==> src/rtl/pc_stack_if.sv <==
// Control/status bundle for pc_stack: master drives PC actions, slave returns PC and stack state.
// Purely wires, no latency or flow control of its own.
interface pc_stack_if #(
    parameter int WIDTH = 16,
    parameter int DEPTH = 8
);
  localparam int SPW = $clog2(DEPTH + 1);

  logic             write;
  logic             incpc;
  logic             branch;
  logic             call;
  logic             ret;
  logic             read;
  logic [WIDTH-1:0] data_in;
  logic [WIDTH-1:0] offset;
  logic [WIDTH-1:0] data_out;
  logic [WIDTH-1:0] data_store;
  logic [SPW-1:0]   sp_count;
  logic             stack_full;
  logic             stack_empty;
  logic             stack_err;

  modport master (
    output write, incpc, branch, call, ret, read, data_in, offset,
    input  data_out, data_store, sp_count, stack_full, stack_empty, stack_err
  );

  modport slave (
    input  write, incpc, branch, call, ret, read, data_in, offset,
    output data_out, data_store, sp_count, stack_full, stack_empty, stack_err
  );
endinterface

==> src/rtl/pc_stack.sv <==
// Program counter with return-address stack; one action per posedge (ret > call > write > branch > incpc).
// PC/stack update in one cycle, data_out captured on negedge; no backpressure, overflow/underflow set sticky stack_err.
module pc_stack #(
    parameter int WIDTH     = 16,
    parameter int DEPTH     = 8,
    parameter int RESET_VEC = 0,
    parameter int STEP      = 1
) (
    input  logic       clk,
    input  logic       rst_n,
    pc_stack_if.slave  bus
);
  localparam int SPW = $clog2(DEPTH + 1);
  localparam int AW  = $clog2(DEPTH);
  localparam logic [WIDTH-1:0] STEP_W  = WIDTH'(STEP);
  localparam logic [WIDTH-1:0] RESET_W = WIDTH'(RESET_VEC);
  localparam logic [SPW-1:0]   FULL_CNT = SPW'(DEPTH);

  logic [WIDTH-1:0] pc_q, pc_d;
  logic [SPW-1:0]   sp_q, sp_d;
  logic             err_q, err_d;
  logic [WIDTH-1:0] dout_q;
  logic [WIDTH-1:0] stack_q [DEPTH];
  logic             push;
  logic [AW-1:0]    push_idx;
  logic [AW-1:0]    pop_idx;
  logic [WIDTH-1:0] ret_addr;
  logic             full, empty;

  assign full     = (sp_q == FULL_CNT);
  assign empty    = (sp_q == '0);
  assign push_idx = AW'(sp_q);
  assign pop_idx  = AW'(sp_q - SPW'(1));
  assign ret_addr = pc_q + STEP_W;

  always_comb begin
    pc_d  = pc_q;
    sp_d  = sp_q;
    err_d = err_q;
    push  = 1'b0;
    if (bus.ret) begin
      if (empty) begin
        err_d = 1'b1;
      end else begin
        pc_d = stack_q[pop_idx];
        sp_d = sp_q - SPW'(1);
      end
    end else if (bus.call) begin
      if (full) begin
        err_d = 1'b1;
      end else begin
        push = 1'b1;
        pc_d = bus.data_in;
        sp_d = sp_q + SPW'(1);
      end
    end else if (bus.write) begin
      pc_d = bus.data_in;
    end else if (bus.branch) begin
      pc_d = pc_q + bus.offset;
    end else if (bus.incpc) begin
      pc_d = pc_q + STEP_W;
    end
  end

  always_ff @(posedge clk) begin
    if (!rst_n) begin
      pc_q  <= RESET_W;
      sp_q  <= '0;
      err_q <= 1'b0;
    end else begin
      pc_q  <= pc_d;
      sp_q  <= sp_d;
      err_q <= err_d;
    end
  end

  // Entries at or above sp_q are dead, so the array itself needs no reset.
  always_ff @(posedge clk) begin
    if (rst_n && push) begin
      stack_q[push_idx] <= ret_addr;
    end
  end

  always_ff @(negedge clk) begin
    if (!rst_n) begin
      dout_q <= '0;
    end else if (bus.read) begin
      dout_q <= pc_q;
    end
  end

  assign bus.data_out    = dout_q;
  assign bus.data_store  = pc_q;
  assign bus.sp_count    = sp_q;
  assign bus.stack_full  = full;
  assign bus.stack_empty = empty;
  assign bus.stack_err   = err_q;
endmodule
==> src/flat_wrapper.sv <==
// flat-port wrapper written by rule: the top's interface ports become plain ports
module pc_stack_flat 
#(
    parameter int WIDTH     = 16,
    parameter int DEPTH     = 8,
    parameter int RESET_VEC = 0,
    parameter int STEP      = 1
)
  (clk, rst_n, bus_write, bus_incpc, bus_branch, bus_call, bus_ret, bus_read, bus_data_in, bus_offset, bus_data_out, bus_data_store, bus_sp_count, bus_stack_full, bus_stack_empty, bus_stack_err);
  pc_stack_if #(.WIDTH(WIDTH), .DEPTH(DEPTH)) bus_i ();
  input  logic clk;
  input  logic rst_n;
  input wire logic [$bits(bus_i.write)-1:0] bus_write;
  input wire logic [$bits(bus_i.incpc)-1:0] bus_incpc;
  input wire logic [$bits(bus_i.branch)-1:0] bus_branch;
  input wire logic [$bits(bus_i.call)-1:0] bus_call;
  input wire logic [$bits(bus_i.ret)-1:0] bus_ret;
  input wire logic [$bits(bus_i.read)-1:0] bus_read;
  input wire logic [$bits(bus_i.data_in)-1:0] bus_data_in;
  input wire logic [$bits(bus_i.offset)-1:0] bus_offset;
  output wire logic [$bits(bus_i.data_out)-1:0] bus_data_out;
  output wire logic [$bits(bus_i.data_store)-1:0] bus_data_store;
  output wire logic [$bits(bus_i.sp_count)-1:0] bus_sp_count;
  output wire logic [$bits(bus_i.stack_full)-1:0] bus_stack_full;
  output wire logic [$bits(bus_i.stack_empty)-1:0] bus_stack_empty;
  output wire logic [$bits(bus_i.stack_err)-1:0] bus_stack_err;
  assign bus_i.write = bus_write;
  assign bus_i.incpc = bus_incpc;
  assign bus_i.branch = bus_branch;
  assign bus_i.call = bus_call;
  assign bus_i.ret = bus_ret;
  assign bus_i.read = bus_read;
  assign bus_i.data_in = bus_data_in;
  assign bus_i.offset = bus_offset;
  assign bus_data_out = bus_i.data_out;
  assign bus_data_store = bus_i.data_store;
  assign bus_sp_count = bus_i.sp_count;
  assign bus_stack_full = bus_i.stack_full;
  assign bus_stack_empty = bus_i.stack_empty;
  assign bus_stack_err = bus_i.stack_err;
  pc_stack #(.WIDTH(WIDTH), .DEPTH(DEPTH), .RESET_VEC(RESET_VEC), .STEP(STEP)) u_core (.clk(clk), .rst_n(rst_n), .bus(bus_i));
endmodule
==> config.mk <==
export PLATFORM = sky130hd
export DESIGN_NAME = pc_stack_flat
export DESIGN_NICKNAME = d
export VERILOG_FILES = /design/src/rtl/pc_stack_if.sv /design/src/rtl/pc_stack.sv /design/src/flat_wrapper.sv
export SDC_FILE = /design/constraint.sdc
export NUM_CORES = 1
export LEC_CHECK = 0
export BUFFER_PORTS_ARGS = -buffer_cell sky130_fd_sc_hd__buf_2
export CORE_ASPECT_RATIO = 0.6
export CORE_MARGIN = 2
export CORE_UTILIZATION = 42
export CTS_CLUSTER_SIZE = 16
export DETAILED_ROUTE_END_ITERATION = 8
export PLACE_DENSITY_LB_ADDON = 0.25
export SYNTH_ARGS = -nofsm -noshare
export SYNTH_HDL_FRONTEND = slang
export SYNTH_SLANG_ARGS = --single-unit
==> constraint.sdc <==
create_clock -name clk -period 5 [get_ports clk]
set_input_delay 1 -clock clk [delete_from_list [all_inputs] [get_ports clk]]
set_output_delay 1 -clock clk [all_outputs]
set_load 0.02 [all_outputs]
== After elaboration in Yosys (flattened, before gate mapping) ==
Memories as Yosys holds them, arrays and structs flattened.
Cells that the tools add are included.

* Flip-flop bits (word level): 37
* Word-level logic and storage cells: 42
* Input bits: 40
* RAM bits: 128
* Output and inout port bits: 39
* Memories: 1

{| class="wikitable"
|+ Memory list
! name !! words !! bits a word !! read ports !! clocked after memory_dff !! write ports !! RTL line !! RTL
|-
| u_core.stack_q || 8 || 16 || 1 || 0 || 1 || pc_stack.sv:23 || <nowiki>logic [WIDTH-1:0] stack_q [DEPTH];</nowiki>
|}

* Eq/ne operators: 5
* Add/sub/neg operators: 4
* Reductions and logical operators: 8
* Multiplexer cells: 20

{| class="wikitable"
|+ Operator list
! kind !! count
|-
| $mux 16 || 7
|-
| $add 16x1->16 const B || 1
|-
| $add 16x16->16 || 1
|-
| $mux 4 || 4
|-
| $mux 1 || 9
|-
| $reduce_and 3->1 || 3
|-
| $reduce_bool 5->1 || 1
|-
| $add 4x1->4 const B || 1
|-
| $eq 4x4->1 const B || 1
|-
| $logic_not 4->1 || 1
|-
| $ne 2x2->1 const B || 2
|-
| $reduce_bool 2->1 || 2
|-
| $sub 4x1->4 const B || 1
|-
| $ne 3x3->1 const B || 1
|-
| $ne 2x1->1 const B || 1
|-
| $logic_and 1x1->1 || 1
|}

== Depth between registers and ports, before layout ==
Gate-level depths: netlist of run 1.

* Word-level depth: 7
* Depth in mapped cells: 14
* Gate-level depth less buffers: 9

==> impl_metrics.env, run 1 <==
export IMPL_crit_path_cell_trace="buf_2"
export IMPL_yosysTopAreaCell="edfxtp_1"
export IMPL_dieArea_sq_um=19900
export IMPL_numClockSinks=165
export IMPL_hold_end="u_core.bus.stack_err"
export IMPL_hold_buffers=0
export IMPL_mostFrequentLayoutCell="edfxtp_1"
export IMPL_root_buffer="clkbuf_16"
export IMPL_slowest_stage="dfxtp_1"
export IMPL_synthTopCellsByArea="edfxtp_1 49%, dfxtp_1 9.4%, mux4_2 5.4%"
export IMPL_synth_edff_count=128
export IMPL_syn_nets=639
export IMPL_ys_warn_count=0
export IMPL_critPathKind="reg2out"
export IMPL_tritoncts="built"
export IMPL_drcViolationCount=0
export IMPL_wirelength_microns=20200
export IMPL_antenna_found_initial=0
export IMPL_utilization_pct=50.3
export IMPL_synthArstFlopShare_pct=0
export IMPL_first_global_vias=5153
export IMPL_start_kind="flop"
export IMPL_vdd_ir_drop_max_v=0.000283
export IMPL_grt_overflow=0
export IMPL_clk_pin_slew_worst_paths_ps=70
export IMPL_wl_per_cell_microns=21.7
export IMPL_drive_gt1_share_pct=23.3
export IMPL_grt_max_degree=37
export IMPL_insertion_delay_ps=460
export IMPL_critPathBufInv=1
export IMPL_post_cts_resize_count=0
export IMPL_worstPathArrival_ps=3460
export IMPL_critical_path_depth=1
export IMPL_worst_pin_slew_ps=963
export IMPL_regToRegStartpoint="u_core.bus.data_store[5]"
export IMPL_fp_dieH_microns=110
export IMPL_firstDrtPassIters=6
export IMPL_place_worst_setup_slack_ps=638
export IMPL_hpwl_microns=14200
export IMPL_yosysTopAreaCellShare_pct=48.7
export IMPL_synth_area_sq_um=7900
export IMPL_rsz0062_at_grt="no"
export IMPL_synth_ff_latch_count=165
export IMPL_nNetsFinal=734
export IMPL_grt_pass1_wl_microns=30600
export IMPL_cts_buffers=17
export IMPL_powerDensity_nw_per_um2=621
export IMPL_synthFlopType="edfxtp_1"
export IMPL_avgSynthCellArea_sq_um=13.6
export IMPL_maxSlewViolCount=0
export IMPL_area_delta_synth_final_pct=16.3
export IMPL_core_area_sq_um=18300
export IMPL_cellLeakagePower_nw=3.47
export IMPL_fillCellCount=1587
export IMPL_cp_required_ps=4000
export IMPL_worst_slack_ps=538
export IMPL_skew_ps=41.7
export IMPL_fin_setup_tns_ps=0
export IMPL_hold_viol_final=0
export IMPL_ys_types=56
export IMPL_htreeDepth=4
export IMPL_hold_class="reg2reg"
export IMPL_synth_cells=580
export IMPL_seq_area_frac_synth_pct=58.1
export IMPL_layout_common_cells="128 x edfxtp_1, 78 x buf_2, 46 x nor2_1"
export IMPL_vias=5293
export IMPL_whs_path_depth=1
export IMPL_maxSlewHeadroom_pct=35.4
export IMPL_ios=79
export IMPL_antenna_left=0
export IMPL_clockBufferDepth=2
export IMPL_max_stage_delay_ps=340
export IMPL_outcome="complete, no violations"
export IMPL_via_per_inst=5.71
export IMPL_end_kind="primary output"
export IMPL_cp_top_family="flip-flops"
export IMPL_crit_fanout=2
export IMPL_cts_setup_buffers=0
export IMPL_die_w_microns=181
export IMPL_routabilityCongestion=1.00
export IMPL_hold_start="u_core.bus.stack_err"
export IMPL_drt_first_iter_violations=593
export IMPL_initial_core_util_pct=43.2
export IMPL_port_buffers=78
export IMPL_n_antenna_cell=0
export IMPL_maxCapViolations=0
export IMPL_rr_worst_depth=2
export IMPL_reg2reg_slack_ps=1440
export IMPL_grtUsageTotal_pct=20.9
export IMPL_setup_viol=0
export IMPL_rr_endpoint="u_core.bus.data_out[5]"
export IMPL_rows=38
==> Yosys cell counts, drive strengths merged (16+ instances only) <==
cell type	n
nand2	17
nor2b	19
o21ai	29
dfxtp	37
edfxtp	128
clkbuf	17
ha	18
a21oi	32
mux2i	31
buf	16
nor2	46
mux4	32
xnor2	18
==> through the flow <==
step | power (mW) | hold slack, ps | area (sq um) | cells
6_report | 5.70 | 472 | 9180 | 927
5_1_grt | 6.01 | 509 | 9180 | 927
4_1_cts | 5.70 | 471 | 9180 | 927
3_5_place_dp | 4.37 | 455 | 8540 | 881
3_3_place_gp | 4.33 | 442 | 8540 | 881
2_1_floorplan | 3.66 | 589 | 7900 | 580
==> area by class of cell <==
cell class / instances / area (sq um) / area share [%]
inverter: 12 / 45.0 / 0.491
sequential: 165 / 4590 / 50.0
timing repair buffer: 94 / 510 / 5.56
clock buffer: 18 / 430 / 4.69
clock inverter: 29 / 213 / 2.32
tap: 240 / 300 / 3.27
multi-input combinational: 369 / 3100 / 33.7
==> per-layer routing <==
layer / vias up / share of wire (%) / global-route usage, %
met3: 9 / 11 / 8.74
met4: 0 / 0.26 / 3.14
met1: 2639 / 48 / 30.1
met5: - / 0 / 0
li1: 2441 / - / -
met2: 204 / 41 / 30.1
==> worst max-delay path by stage <==
stage                                       from                      to  slack, ps
final                     u_core.bus.data_out[9]         bus_data_out[9]        540
after global routing      u_core.bus.data_out[6]         bus_data_out[6]        490
after CTS                 u_core.bus.data_out[6]         bus_data_out[6]        530
after detailed placement                bus_read  u_core.bus.data_out[7]        640
after global placement                  bus_read  u_core.bus.data_out[8]        700
after floorplan                         bus_read  u_core.bus.data_out[8]        510
==> power by group <==
part           internal [mW]  total (mW)  switching, mW
registers               1.78        1.99          0.209
clock network          0.730        1.36          0.626
logic                  0.945        2.35           1.41
total                   3.45        5.70           2.25
==> cells by family (layout without fill, tap and decap cells) <==
group | count (synthesis) | after routing | share of synthesized area [%]
DFF | 165 | 165 | 58.1
and+or+nand+nor | 132 | 132 | 8.23
AOI/OAI and AO/OA | 117 | 117 | 9.54
muxes | 70 | 70 | 14.7
buffers and inverters | 46 | 153 | 2.85
xor gates and xnor gates | 31 | 31 | 3.53
adders and majority gates | 19 | 19 | 3.11
==> sequential cells by signal, summed over array words and instances (netlist names) <==
register,flops
u_core.bus.data_out,16
u_core.stack_q,128
u_core.bus.data_store,16
u_core.bus.sp_count,4
u_core.bus.stack_err,1
No activity file was read; power rests on OpenSTA's default activity.
==> run 2: changes to the inputs <==
--- a/config.mk
+++ b/config.mk
@@ -8,7 +8,7 @@
 export BUFFER_PORTS_ARGS = -buffer_cell sky130_fd_sc_hd__buf_2
 export CORE_ASPECT_RATIO = 0.6
 export CORE_MARGIN = 2
-export CORE_UTILIZATION = 42
+export CORE_UTILIZATION = 64
 export CTS_CLUSTER_SIZE = 16
 export DETAILED_ROUTE_END_ITERATION = 8
 export PLACE_DENSITY_LB_ADDON = 0.25
==> run 2 against run 1 <==
Net effect:
- hold slack got worse by 3.7 ps
- setup slack about the same
- clock power decreased by 6%
- clock-buffer cell count increased by 1
- critical path type unchanged
- first-iteration DRC count increased by 26%
- non-clock buffer count decreased by 1
- die area decreased by 33%
- largest power group unchanged
- largest cell class unchanged
- wire length decreased by 5.7%
- critical path depth unchanged
==> impl_metrics.env, run 2 (synthesized netlist as in run 1, its figures left out) <==
export IMPL_outcome="complete, no violations"
export IMPL_crit_path_cell_trace="buf_2"
export IMPL_maxCapViolations=0
export IMPL_via_per_inst=6.37
export IMPL_htreeDepth=4
export IMPL_fp_dieH_microns=90.0
export IMPL_numClockSinks=165
export IMPL_drt_first_iter_violations=748
export IMPL_nNetsFinal=733
export IMPL_rsz0062_at_grt="no"
export IMPL_vdd_ir_drop_max_v=0.000355
export IMPL_layout_common_cells="128 x edfxtp_1, 78 x buf_2, 46 x nor2_1"
export IMPL_drive_gt1_share_pct=22.9
export IMPL_dieArea_sq_um=13300
export IMPL_cellLeakagePower_nw=3.44
export IMPL_worst_slack_ps=538
export IMPL_grt_overflow=0
export IMPL_port_buffers=78
export IMPL_top_register="u_core.stack_q"
export IMPL_grt_pass1_wl_microns=29300
export IMPL_place_worst_setup_slack_ps=625
export IMPL_cp_top_family="flip-flops"
export IMPL_powerDensity_nw_per_um2=619
export IMPL_die_w_microns=147
export IMPL_ios=79
export IMPL_antenna_found_initial=0
export IMPL_clk_pin_slew_worst_paths_ps=60
export IMPL_post_cts_resize_count=0
export IMPL_slowest_stage="dfxtp_1"
export IMPL_antenna_left=0
export IMPL_place_area_sq_um=8440
export IMPL_root_buffer="clkbuf_16"
export IMPL_critPathKind="reg2out"
export IMPL_final_area_sq_um=9050
export IMPL_largest_reg_flops=128
export IMPL_core_area_sq_um=12100
export IMPL_insertion_delay_ps=450
export IMPL_maxSlewHeadroom_pct=34.0
export IMPL_cts_buffers=17
export IMPL_multi_input_area_sq_um=3100
export IMPL_initial_core_util_pct=65.4
export IMPL_setup_viol=0
export IMPL_n_antenna_cell=0
export IMPL_cts_setup_buffers=0
export IMPL_worst_pin_slew_ps=990
export IMPL_wl_per_cell_microns=22.3
export IMPL_drcViolationCount=0
export IMPL_start_kind="flop"
export IMPL_fillCellCount=772
export IMPL_grtUsageTotal_pct=29.5
export IMPL_grt_max_degree=37
export IMPL_area_delta_synth_final_pct=14.6
export IMPL_first_global_vias=5245
export IMPL_vias=5424
export IMPL_max_stage_delay_ps=340
export IMPL_clockBufferDepth=2
export IMPL_routabilityCongestion=0.939
export IMPL_crit_fanout=2
export IMPL_end_kind="primary output"
export IMPL_rows=31
export IMPL_skew_ps=36.5
export IMPL_seq_area_sq_um=4590
export IMPL_critPathBufInv=1
export IMPL_utilization_pct=75.0
export IMPL_hold_viol_final=0
export IMPL_maxSlewViolCount=0
export IMPL_p_total_mw=5.60
export IMPL_wirelength_microns=19000
export IMPL_place_inst=805
export IMPL_cp_required_ps=4000
export IMPL_hold_buffers=0
export IMPL_holdWs_ps=469
export IMPL_firstDrtPassIters=7
export IMPL_hpwl_microns=12800
export IMPL_layoutNonFillerInstCount=851
export IMPL_hold_class="reg2reg"
export IMPL_fin_setup_tns_ps=0
export IMPL_tritoncts="built"
export IMPL_mostFrequentLayoutCell="edfxtp_1"
export IMPL_worstPathArrival_ps=3460
[run 2: changes by cell type in the layout (fill, tap and decap cells not counted), moves of 2 or more]
cell / change
clkbuf_1: +2
clkinv_4: +3
clkinvlp_4: +3
inv_6: -3
inv_8: -4
[run 2: power by group]
group | internal [mW] | total (mW) | switching (mW)
Clock | 0.705 | 1.28 | 0.576
Sequential | 1.78 | 1.99 | 0.208
Combinational | 0.958 | 2.34 | 1.38
Total | 3.44 | 5.60 | 2.16
[run 2: cell type report]
class,instances,share of cell area [%]
clock buffer,19,4.78
clock inverter,28,1.98
inverter,12,0.498
multi-input combinational,369,34.2
sequential,165,50.7
tap,165,2.28
timing repair buffer,93,5.56
[run 2: worst paths after layout]
path / end / slack, ps / cells after the start / from
setup / recovery: bus_data_out[3] / 540 / 1 / u_core.bus.data_out[3]
hold / removal: u_core.bus.stack_err / 470 / 1 / u_core.bus.stack_err
setup reg to reg: u_core.bus.data_out[5] / 1590 / 2 / u_core.bus.data_store[5]
hold reg to reg: u_core.bus.stack_err / 470 / 1 / u_core.bus.stack_err
[run 2: layer usage]
layer	GRT usage, %	share of wire (%)	vias up
met1	44.3	42	2603
met4	4.89	1.4	0
met3	8.02	11	46
met5	0	0	-
li1	-	-	2435
met2	44.4	45	340
==> run 3: changes to the inputs <==
--- a/config.mk
+++ b/config.mk
@@ -5,10 +5,12 @@
 export SDC_FILE = /design/constraint.sdc
 export NUM_CORES = 1
 export LEC_CHECK = 0
+export ABC_AREA = 1
 export BUFFER_PORTS_ARGS = -buffer_cell sky130_fd_sc_hd__buf_2
 export CORE_ASPECT_RATIO = 0.6
 export CORE_MARGIN = 2
-export CORE_UTILIZATION = 64
+export CORE_UTILIZATION = 65
+export CTS_BUF_LIST = sky130_fd_sc_hd__clkbuf_8
 export CTS_CLUSTER_SIZE = 16
 export DETAILED_ROUTE_END_ITERATION = 8
 export PLACE_DENSITY_LB_ADDON = 0.25
==> run 3 against run 2 <==
Net effect:
- first-iteration DRC count decreased by 12%
- critical path depth unchanged
- clock power decreased by 9%
- critical endpoint is now bus_data_out[14]
- die area increased by 0.85%
- final area increased by 1.1%
- setup slack got worse by 16 ps
- global-route usage increased by 3.4 points
- wire length increased by 14%
- final cell count increased by 33%
- sequential power decreased by 7%
==> impl_metrics.env, run 3 <==
export IMPL_start_kind="flop"
export IMPL_tritoncts="built"
export IMPL_synth_top_cells_by_count="164 x nand2_1, 128 x edfxtp_1, 125 x nor2_1"
export IMPL_layoutNonFillerInstCount=1134
export IMPL_clockBufferDepth=2
export IMPL_place_inst=1087
export IMPL_maxSlewViolCount=0
export IMPL_drive_gt1_share_pct=15.3
export IMPL_synth_area_sq_um=8090
export IMPL_wirelength_microns=21600
export IMPL_port_buffers=78
export IMPL_yosysTopAreaCellShare_pct=47.5
export IMPL_critPathKind="reg2out"
export IMPL_cp_top_family="flip-flops"
export IMPL_holdWs_ps=483
export IMPL_crit_path_cell_trace="buf_2"
export IMPL_hold_start="u_core.bus.stack_err"
export IMPL_first_global_vias=6223
export IMPL_hpwl_microns=14500
export IMPL_top_register="u_core.stack_q"
export IMPL_end_kind="primary output"
export IMPL_rsz0062_at_grt="no"
export IMPL_final_area_sq_um=9150
export IMPL_n_antenna_cell=0
export IMPL_fillCellCount=851
export IMPL_post_cts_resize_count=0
export IMPL_skew_ps=22.8
export IMPL_grt_overflow=0
export IMPL_largest_reg_flops=128
export IMPL_critPathBufInv=1
export IMPL_cts_setup_buffers=0
export IMPL_firstDrtPassIters=6
export IMPL_htreeDepth=4
export IMPL_crit_fanout=2
export IMPL_slowest_stage="dfxtp_1"
export IMPL_fin_setup_tns_ps=0
export IMPL_ys_warn_count=0
export IMPL_core_area_sq_um=12100
export IMPL_layout_common_cells="164 x nand2_1, 128 x edfxtp_1, 125 x nor2_1"
export IMPL_antenna_left=0
export IMPL_p_total_mw=4.72
export IMPL_via_per_inst=5.96
export IMPL_synth_edff_count=128
export IMPL_hold_class="reg2reg"
export IMPL_syn_nets=933
export IMPL_clk_pin_slew_worst_paths_ps=100
export IMPL_drt_first_iter_violations=658
export IMPL_max_stage_delay_ps=340
export IMPL_hold_viol_final=0
export IMPL_seq_area_frac_synth_pct=56.7
export IMPL_fp_dieH_microns=90.4
export IMPL_routabilityCongestion=0.949
export IMPL_place_area_sq_um=8600
export IMPL_synthFlopType="edfxtp_1"
export IMPL_wl_per_cell_microns=19.1
export IMPL_synth_cells=874
export IMPL_synthTopCellsByArea="edfxtp_1 48%, dfxtp_1 9.2%, nand2_1 7.6%"
export IMPL_nNetsFinal=1015
export IMPL_die_w_microns=148
export IMPL_insertion_delay_ps=470
export IMPL_grtUsageTotal_pct=32.8
export IMPL_synth_ff_latch_count=165
export IMPL_yosysTopAreaCell="edfxtp_1"
export IMPL_cts_buffers=17
export IMPL_vdd_ir_drop_max_v=0.000275
export IMPL_vias=6759
export IMPL_hold_buffers=0
export IMPL_drcViolationCount=0
export IMPL_utilization_pct=75.6
export IMPL_synth_most_common_cell="nand2_1"
export IMPL_cp_startpoint="u_core.bus.data_out[14]"
export IMPL_maxCapViolations=0
export IMPL_rows=31
export IMPL_root_buffer="clkbuf_8"
export IMPL_regToRegStartpoint="u_core.bus.data_store[0]"
export IMPL_ys_types=43
export IMPL_ios=79
export IMPL_grt_pass1_wl_microns=33400
export IMPL_place_worst_setup_slack_ps=684
export IMPL_synthArstFlopShare_pct=0
export IMPL_antenna_found_initial=1
export IMPL_area_delta_synth_final_pct=13.1
export IMPL_setup_viol=0
export IMPL_outcome="complete, no violations"
export IMPL_grt_max_degree=73
export IMPL_powerDensity_nw_per_um2=516
export IMPL_maxSlewHeadroom_pct=27.9
export IMPL_worstPathArrival_ps=3480
export IMPL_cp_required_ps=4000
export IMPL_avgSynthCellArea_sq_um=9.26
export IMPL_initial_core_util_pct=66.8
export IMPL_worst_pin_slew_ps=1080
export IMPL_cellLeakagePower_nw=3.79
export IMPL_mostFrequentLayoutCell="nand2_1"
export IMPL_numClockSinks=165
export IMPL_dieArea_sq_um=13400
export IMPL_worst_slack_ps=521
==> run 3: changes by cell type after synthesis, moves of 24 or more <==
cell / previous run / this run
o22ai_1: 2 / 28
nor2_1: 46 / 125
nand3_1: 10 / 34
nand2_1: 17 / 164
mux2i_1: 31 / 0
o21ai_0: 26 / 105
inv_1: 13 / 65
==> run 3: final cells by class <==
type	count	area, sq um	area share (%)
flip-flops and latches	165	4590	50.1
clock buffers	17	234	2.56
multi-input cells	596	3050	33.3
repair buffers	91	488	5.34
well taps	165	206	2.26
inverters	69	269	2.94
clock inverters	31	315	3.45
==> run 3: kinds of logic (layout without fill, tap and decap cells) <==
group	Yosys count	count (layout)	share of synthesized area (%)
compound gates	201	201	13.8
xor+xnor	17	17	1.84
fa+ha+maj	19	19	3.03
buf+inv	113	208	5.91
flops	165	165	56.7
simple gates	359	359	18.7
==> run 3: path summary, 6_finish.rpt <==
| check | endpoint | slack (ps) | depth (start not counted) |
|---|---|---|---|
| max | bus_data_out[14] | 520 | 1 |
| min | u_core.bus.stack_err | 480 | 2 |
| max reg2reg | u_core.bus.data_out[0] | 1500 | 2 |
| min reg2reg | u_core.bus.stack_err | 480 | 2 |
==> run 3: where the power goes <==
group	leakage (nW)	internal, mW	switching, mW
Clock	0.328	0.555	0.608
Combinational	1.99	0.529	1.18
Sequential	1.48	1.69	0.158
==> run 3: metal layers <==
metal	vias to the layer above	global-route usage, %	routed length (microns)
met1	3158	48.4	9210
met5	-	0	0
met4	0	7.62	206
met2	395	47.9	9470
met3	27	10.3	2730
li1	3179	-	-
